<file path="config.mk">
export PLATFORM = sky130hd
export DESIGN_NAME = usb_tx_bit_sequencer
export DESIGN_NICKNAME = d
export VERILOG_FILES = /design/src/rtl/usb_tx_pkg.sv /design/src/rtl/usb_tx_shifter.sv /design/src/rtl/usb_tx_bit_sequencer.sv
export SDC_FILE = /design/constraint.sdc
export NUM_CORES = 1
export LEC_CHECK = 0
export ABC_CLOCK_PERIOD_IN_PS = 2250
export BUFFER_PORTS_ARGS = -buffer_cell sky130_fd_sc_hd__buf_2
export CAP_MARGIN = 20
export CORE_MARGIN = 3
export CORE_UTILIZATION = 45
export CTS_CLUSTER_DIAMETER = 80
export DETAILED_ROUTE_END_ITERATION = 12
export PLACE_DENSITY = 0.65
export SLEW_MARGIN = 20
export SYNTH_ARGS = -nofsm -noshare
export SYNTH_HDL_FRONTEND = slang
export SYNTH_HIERARCHICAL = 1
export SYNTH_SLANG_ARGS = --single-unit
export TNS_END_PERCENT = 100
</file>
<file path="constraint.sdc">
create_clock -name clk -period 2.25 [get_ports clk]
set_input_delay 0.3375 -clock clk [delete_from_list [all_inputs] [get_ports clk]]
set_output_delay 0.3375 -clock clk [all_outputs]
set_load 0.02 [all_outputs]
</file>
<file path="src/rtl/usb_tx_pkg.sv">
// Shared types and defaults for the USB transmit bit sequencer.
package usb_tx_pkg;

  typedef enum logic [2:0] {
    ST_IDLE,
    ST_SYNC,
    ST_DATA,
    ST_EOP_SE0,
    ST_EOP_J
  } tx_seq_state_t;

  localparam logic [7:0] USB_SYNC_BYTE    = 8'h80;
  localparam int         USB_EOP_SE0_BITS = 2;

endpackage

</file>
<file path="src/rtl/usb_tx_shifter.sv">
// 8-bit LSB-first shift register with bit index; load takes priority over consume.
module usb_tx_shifter (
  input  logic       clk,
  input  logic       nRST,
  input  logic       load,
  input  logic [7:0] load_data,
  input  logic       consume,
  output logic       bit_out,
  output logic       last_bit
);

  logic [7:0] shift;
  logic [2:0] idx;

  always_ff @(posedge clk or negedge nRST) begin
    if (!nRST) begin
      shift <= '0;
      idx   <= '0;
    end else if (load) begin
      shift <= load_data;
      idx   <= '0;
    end else if (consume) begin
      shift <= {1'b0, shift[7:1]};
      idx   <= idx + 3'd1;
    end
  end

  assign bit_out  = shift[0];
  assign last_bit = (idx == 3'd7);

endmodule

</file>
<file path="src/rtl/usb_tx_bit_sequencer.sv">
// Frames packet bytes as SYNC, payload (LSB first), EOP and feeds the bit stuffer
// one bit per bit_tick, re-presenting a bit whenever the stuffer takes a stuff slot.
module usb_tx_bit_sequencer
  import usb_tx_pkg::*;
#(
  parameter logic [7:0] SYNC_PATTERN = USB_SYNC_BYTE,
  parameter int         EOP_SE0_BITS = USB_EOP_SE0_BITS
) (
  input  logic       clk,
  input  logic       nRST,
  input  logic       bit_tick,
  input  logic [7:0] tx_data,
  input  logic       tx_valid,
  input  logic       tx_last,
  output logic       tx_ready,
  output logic       stf_bit,
  output logic       stf_en,
  input  logic       stf_valid,
  output logic       tx_se0,
  output logic       tx_active,
  output logic       tx_done,
  output logic       tx_underrun
);

  localparam logic [2:0] EOP_LAST = 3'(EOP_SE0_BITS - 1);

  tx_seq_state_t state, state_next;

  logic [7:0] hold_data;
  logic       hold_last;
  logic       hold_full;
  logic       cur_last;
  logic [2:0] eop_cnt, eop_cnt_next;

  logic       accept;
  logic       consume;
  logic       last_bit;
  logic       sh_load;
  logic [7:0] sh_data;
  logic       unload;
  logic       done_next;
  logic       under_next;

  assign tx_ready  = !hold_full;
  assign accept    = tx_valid && !hold_full;
  assign stf_en    = bit_tick && ((state == ST_SYNC) || (state == ST_DATA));
  assign consume   = stf_en && stf_valid;
  assign tx_se0    = (state == ST_EOP_SE0);
  assign tx_active = (state != ST_IDLE);

  usb_tx_shifter u_shifter (
    .clk       (clk),
    .nRST      (nRST),
    .load      (sh_load),
    .load_data (sh_data),
    .consume   (consume),
    .bit_out   (stf_bit),
    .last_bit  (last_bit)
  );

  always_comb begin
    state_next   = state;
    eop_cnt_next = eop_cnt;
    sh_load      = 1'b0;
    sh_data      = hold_data;
    unload       = 1'b0;
    done_next    = 1'b0;
    under_next   = 1'b0;
    case (state)
      ST_IDLE: begin
        if (hold_full || accept) begin
          state_next = ST_SYNC;
          sh_load    = 1'b1;
          sh_data    = SYNC_PATTERN;
        end
      end
      ST_SYNC: begin
        if (consume && last_bit) begin
          state_next = ST_DATA;
          sh_load    = 1'b1;
          unload     = 1'b1;
        end
      end
      ST_DATA: begin
        if (consume && last_bit) begin
          if (cur_last) begin
            state_next = ST_EOP_SE0;
          end else if (hold_full) begin
            sh_load = 1'b1;
            unload  = 1'b1;
          end else begin
            // Starved mid-packet: abort straight into EOP.
            under_next = 1'b1;
            state_next = ST_EOP_SE0;
          end
        end
      end
      ST_EOP_SE0: begin
        if (bit_tick) begin
          if (eop_cnt == EOP_LAST) begin
            state_next   = ST_EOP_J;
            eop_cnt_next = '0;
          end else begin
            eop_cnt_next = eop_cnt + 3'd1;
          end
        end
      end
      ST_EOP_J: begin
        if (bit_tick) begin
          state_next = ST_IDLE;
          done_next  = 1'b1;
        end
      end
      default: state_next = ST_IDLE;
    endcase
  end

  always_ff @(posedge clk or negedge nRST) begin
    if (!nRST) begin
      state       <= ST_IDLE;
      eop_cnt     <= '0;
      tx_done     <= 1'b0;
      tx_underrun <= 1'b0;
    end else begin
      state       <= state_next;
      eop_cnt     <= eop_cnt_next;
      tx_done     <= done_next;
      tx_underrun <= under_next;
    end
  end

  // Holding register: refilled only while empty, so accept and unload never collide.
  always_ff @(posedge clk or negedge nRST) begin
    if (!nRST) begin
      hold_data <= '0;
      hold_last <= 1'b0;
      hold_full <= 1'b0;
      cur_last  <= 1'b0;
    end else begin
      if (accept) begin
        hold_data <= tx_data;
        hold_last <= tx_last;
        hold_full <= 1'b1;
      end else if (unload) begin
        hold_full <= 1'b0;
      end
      if (unload) begin
        cur_last <= hold_last;
      end
    end
  end

endmodule

</file>
Word level (Yosys, flattened, before mapping) --
Cells that the tools add are included.
Operators by class: reductions and logical operators 13, $add $sub $neg 2, magnitude comparators 0, bitwise logic cells 0, muxes and demuxes 31, div/mod/pow operators 0, shift operators 0, $mul 0, equal/unequal tests 13
Operators with widths (count):
- $mux 3 | 11
- $mux 8 | 4
- $pmux 3 s5 | 1
- $mux 1 | 13
- $reduce_and 7->1 | 1
- $add 3x1->3 const B | 2
- $eq 3x1->1 const B | 2
- $eq 3x2->1 const B | 2
- $eq 3x3->1 const B | 2
- $ne 2x1->1 const B | 3
- $ne 2x2->1 const B | 3
- $logic_and 1x1->1 | 4
- $reduce_bool 2->1 | 2
- $logic_not 3->1 | 1
- $ne 3x3->1 const B | 1
- $pmux 1 s3 | 1
- $reduce_bool 3->1 | 1
- $logic_or 1x1->1 | 2
- $pmux 1 s2 | 1
- $reduce_and 2->1 | 1
- $logic_not 1->1 | 1
Storage, ports and cells: RAM bits 0, logic and storage cells 69, memories 0, memory bits (read-only) 0, bits in registers 30, bits in latches 0

Depth between registers and ports, before layout --
depth after elaboration 9, mapped depth 9, mapped depth without buffers 6

Hierarchy --
The synthesis kept the hierarchy.
By module, submodules not included:
- usb_tx_bit_sequencer | times used 1, area each 972.2 sq um, seq. area each 475.5 sq um, cells each 85
- usb_tx_shifter | times used 1, area each 510.5 sq um, seq. area each 275.3 sq um, cells each 46

Worst setup path after synthesis --
Ideal clock, no wire load.
path kind register to register, start point register state[0], end point register u_shifter.shift[7], buffers on the path 3, arrival 1.952 ns, period minus slack after synthesis 2.034 ns, data required time 2.167 ns, slack 0.216 ns, cell stages (with the launch flop) 9, library setup time 0.083 ns, cell sequence dfrtp_1 > buf_2 > or3_1 > nor2_1 > or2_2 > buf_2 > buf_4 > nand2_1 > o21ai_0
Between the ends: word-level cells in the longest chain between the ends 8, elaborated cells on any way between the ends 13, classes of those cells 2 x eq/ne; 5 x mux; 6 x reduce/logical
Ends and longest elaborated chain:
- start: declaration | line usb_tx_bit_sequencer.sv:27 | tx_seq_state_t state, state_next;
- start signal: assignment | line usb_tx_bit_sequencer.sv:125 | state <= state_next;
- $eq 3x1->1 or $eq 3x2->1 (tied branches) | line usb_tx_bit_sequencer.sv:46, usb_tx_bit_sequencer.sv:69
- $logic_or 1x1->1 | line usb_tx_bit_sequencer.sv:46 | assign stf_en = bit_tick && ((state == ST_SYNC) || (state == ST_DATA));
- $logic_and 1x1->1 | line usb_tx_bit_sequencer.sv:46
- $logic_and 1x1->1 | line usb_tx_bit_sequencer.sv:47 | assign consume = stf_en && stf_valid;
- $logic_and 1x1->1 | line usb_tx_bit_sequencer.sv:78, usb_tx_bit_sequencer.sv:85
- $mux 1 (on tied branches) | line usb_tx_bit_sequencer.sv:85, usb_tx_bit_sequencer.sv:78
- $pmux 1 s3 * | line usb_tx_bit_sequencer.sv:69 | case (state)
- via sh_load | line usb_tx_bit_sequencer.sv:38 | logic sh_load;
- $mux 8 or $reduce_bool 2->1 (tied branches)
- end signal: assignment | line usb_tx_shifter.sv:20 | shift <= load_data;
- end signal: assignment | line usb_tx_shifter.sv:23 | shift <= {1'b0, shift[7:1]};
- end: declaration | line usb_tx_shifter.sv:12 | logic [7:0] shift;
The timed path passes the listed nets; every way through them passes the cells marked *. A chain may end at the register's enable or synchronous reset.

Final worst setup path --
Same ends and word-level chain as after synthesis.

==> impl_metrics.yaml <==
cts:
  cts_htree_levels: 2
  cts.sink_count: 30
  clkLatencyLatePin_ps: 320
  cts_setup_buffers: 0
  cts_tree: "built"
  clock-root-buffer: "clkbuf_4"
  path_clk_slew_ps: 90
  holdBufCountCts: 0
  cts-resized-gates: 0
  cts_buffers: 5
  cts_buffer_depth: 2
worst_setup_path:
  crit_arrival_ps: 2190
  path_cells: "nor2_1, a31oi_1, and4b_1, or2_2, nand2b_1, o21ai_0"
  crit_path_end_kind: "flip-flop"
  worst-path-max-fanout: 19
  worst-setup-path-type: "flip-flop to flip-flop"
  required_ps: 2500
  cp_slowest_stage_delay_ps: 550
  critPathSlowestCell: "dfrtp_1"
  worstSetupStartpointType: "flip-flop"
place:
  port_buffers: 20
  place.gp.congestion: 0.935
  dp.cells: 190
  dp_hpwl_mm: 1.79
global_routing:
  grt_pass1_vias: 978
  grt_max_degree: 31
  gr-total-overflow: 0
  grt_antenna_before_repair: 0
  grt_usage_pct: 14.3
  grt_pass1_wl_mm: 4.51
die:
  fp.dieW_um: 63.4
  die_area_um2: 4020
  coreArea_um2: 3100
  initial_utilization_pct: 47.8
  fp.dieH_um: 63.4
  rows: 20
  pin_count: 21
pwr:
  power.leakage_nw: 0.768
  p_seq_share_pct: 43.2
  pwr-share-clk_pct: 15.6
  peakVddDrop_mv: 0.524
  power.density_nw_per_um2: 1100
  comb_power_share_pct: 41.2
  p_int_mw: 1.13
  switching_share_pct: 37.6
  power.switching_mw: 0.682
  finalPower_mw: 1.81
final_layout:
  fin_nets: 169
  fin_cells: 197
  drive_above_1_share_pct: 28.8
  area_delta_synth_final_pct: 11.0
  diodes: 0
sta:
  rsz0062_at_grt: "no"
  fmax_mhz: 514
  maxSlewHeadroom_pct: 57.2
  finalSetupViolCount: 0
  fin_tns_setup_ps: 0
  tightest_slew_ps: 643
  hold_violations: 0
  fin_crit_sh_pct: 86.4
  slew_viol_final: 0
  skew_ps: 4.28
  finalWorstPathRequiredPeriod_ps: 1940
logic_synthesis:
  synth_cell_types: 37
  synthFlopType: "dfrtp_1"
  mappedNetlistNets: 147
  netlist.area_leader.share_pct: 50.6
  syn_avg_cell_area_um2: 11.3
  synth_area_um2: 1480
  synth_area_leaders: "dfrtp_1 51%, mux2_2 7.6%, mux2i_1 6.1%, nor2b_1 4.2%, nand2_1 2.5%"
  yosysTopAreaCell: "dfrtp_1"
  ys_seq_elements: 30
  yosys-top-cells-count: "30 x dfrtp_1, 10 x mux2_2, 10 x nand2_1, 10 x nor2b_1, 9 x mux2i_1"
  synth_edf_count: 0
  synth_warnings: 6
  async_flop_share_pct: 100
  syn_inst: 131
  yosysMostFrequentCell: "dfrtp_1"
  seq_area_frac_synth_pct: 50.6
flow_run:
  max_cap_violations: 0
detailed_routing:
  vias_per_cell: 4.95
  drt_iter0_markers: 34
  drtPass1Iterations: 5
  drtAntennaViolNets: 0
  wl_per_cell_um: 12.6
  drc: 0
  drt_wl_total_mm: 2.48
  vias: 976
run_status:
  status: "complete, no violations"
min_path:
  hold_class: "input pin to async pin"
## routing by layer
| layer | vias to the layer above | part of all wire (%) | routed length, um | GRT usage (%) |
|---|---|---|---|---|
| li1 | 496 | - | - | - |
| met4 | 0 | 1.5 | 37 | 4.85 |
| met2 | 23 | 45 | 1110 | 21.6 |
| met5 | - | 0 | 0 | 0 |
| met3 | 4 | 5.2 | 129 | 5.53 |
| met1 | 453 | 49 | 1210 | 18.8 |
## stage by stage
step / cell area [um^2] / utilization, % / worst slack [ps] / hold WS (ps)
after floorplan: 1480 / - / 216 / 41.9
after global placement: 1600 / 51.6 / 341 / 406
after detailed placement: 1600 / 51.6 / 351 / 408
after CTS: 1650 / 53.0 / 314 / 58.6
after global routing: 1650 / 53.0 / 163 / 76.0
final: 1650 / 53.0 / 306 / 32.9
## path summary, 6_finish.rpt
check	endpoint	start	cells past startpoint	slack (ps)
min reg2reg	hold_data[7]$_DFFE_PN0P_	hold_data[7]$_DFFE_PN0P_	1	500
min	eop_cnt[0]$_DFFE_PN0P_	nRST	1	30
max reg2reg	u_shifter/shift[7]$_DFFE_PN0P_	state[0]$_DFFE_PN0P_	6	310
min in group clk	hold_last$_DFFE_PN0P_	tx_last	2	250
max	u_shifter/shift[7]$_DFFE_PN0P_	state[0]$_DFFE_PN0P_	6	310
max in group asynchronous	hold_last$_DFFE_PN0P_	nRST	1	1800
## power by group through the flow
stage / combinational (mW) / sequential (mW) / clock [mW]
finish: 0.747 / 0.783 / 0.283
global route: 0.831 / 0.808 / 0.324
CTS: 0.753 / 0.784 / 0.294
detailed placement: 0.749 / 0.794 / 0
global placement: 0.732 / 0.786 / 0
floorplan: 0.692 / 0.729 / 0
## cell families after synthesis
family | count (synthesis) | synth area share (%)
XOR/XNOR | 4 | 2.36
adder cells (fa/ha/maj) | 2 | 1.69
flip-flops | 30 | 50.6
AND/OR/NAND/NOR | 46 | 18.0
buffers and inverters | 11 | 4.81
multiplexers | 20 | 14.7
AO/OA/AOI/OAI | 18 | 7.85
## placed cells by master (no fill, tap or decap), drive strengths merged, types with 4 or more instances in the layout
cell type,netlist,routed
xnor2,4,4
buf,7,23
mux2,11,11
nand2,10,10
clkbuf,1,7
mux2i,9,9
nor2,7,7
dfrtp,30,30
o21ai,10,10
nor2b,10,10
## cell type report
class / count / area, um^2
sequential: 30 / 751
inverter: 3 / 11.3
fill: 303 / 1460
clock buffer: 7 / 45.0
tap: 44 / 55.1
timing repair buffer: 23 / 123
multi-input combinational: 90 / 661
## state kept, by name, summed over array words and instances, names as in the netlist
signal           cells
hold_last            1
u_shifter/idx        3
state                3
u_shifter/shift      8
eop_cnt              3
tx_underrun          1
cur_last             1
hold_data            8
hold_full            1
tx_done              1
## worst max-delay path, delay by kind of cell (launching register included)
family           cells  cell delay, ps
flip-flops           1             550
AND/OR/NAND/NOR      4            1000
AO/OA/AOI/OAI        2             310
Note: power is estimated with default switching activity, not from simulation.
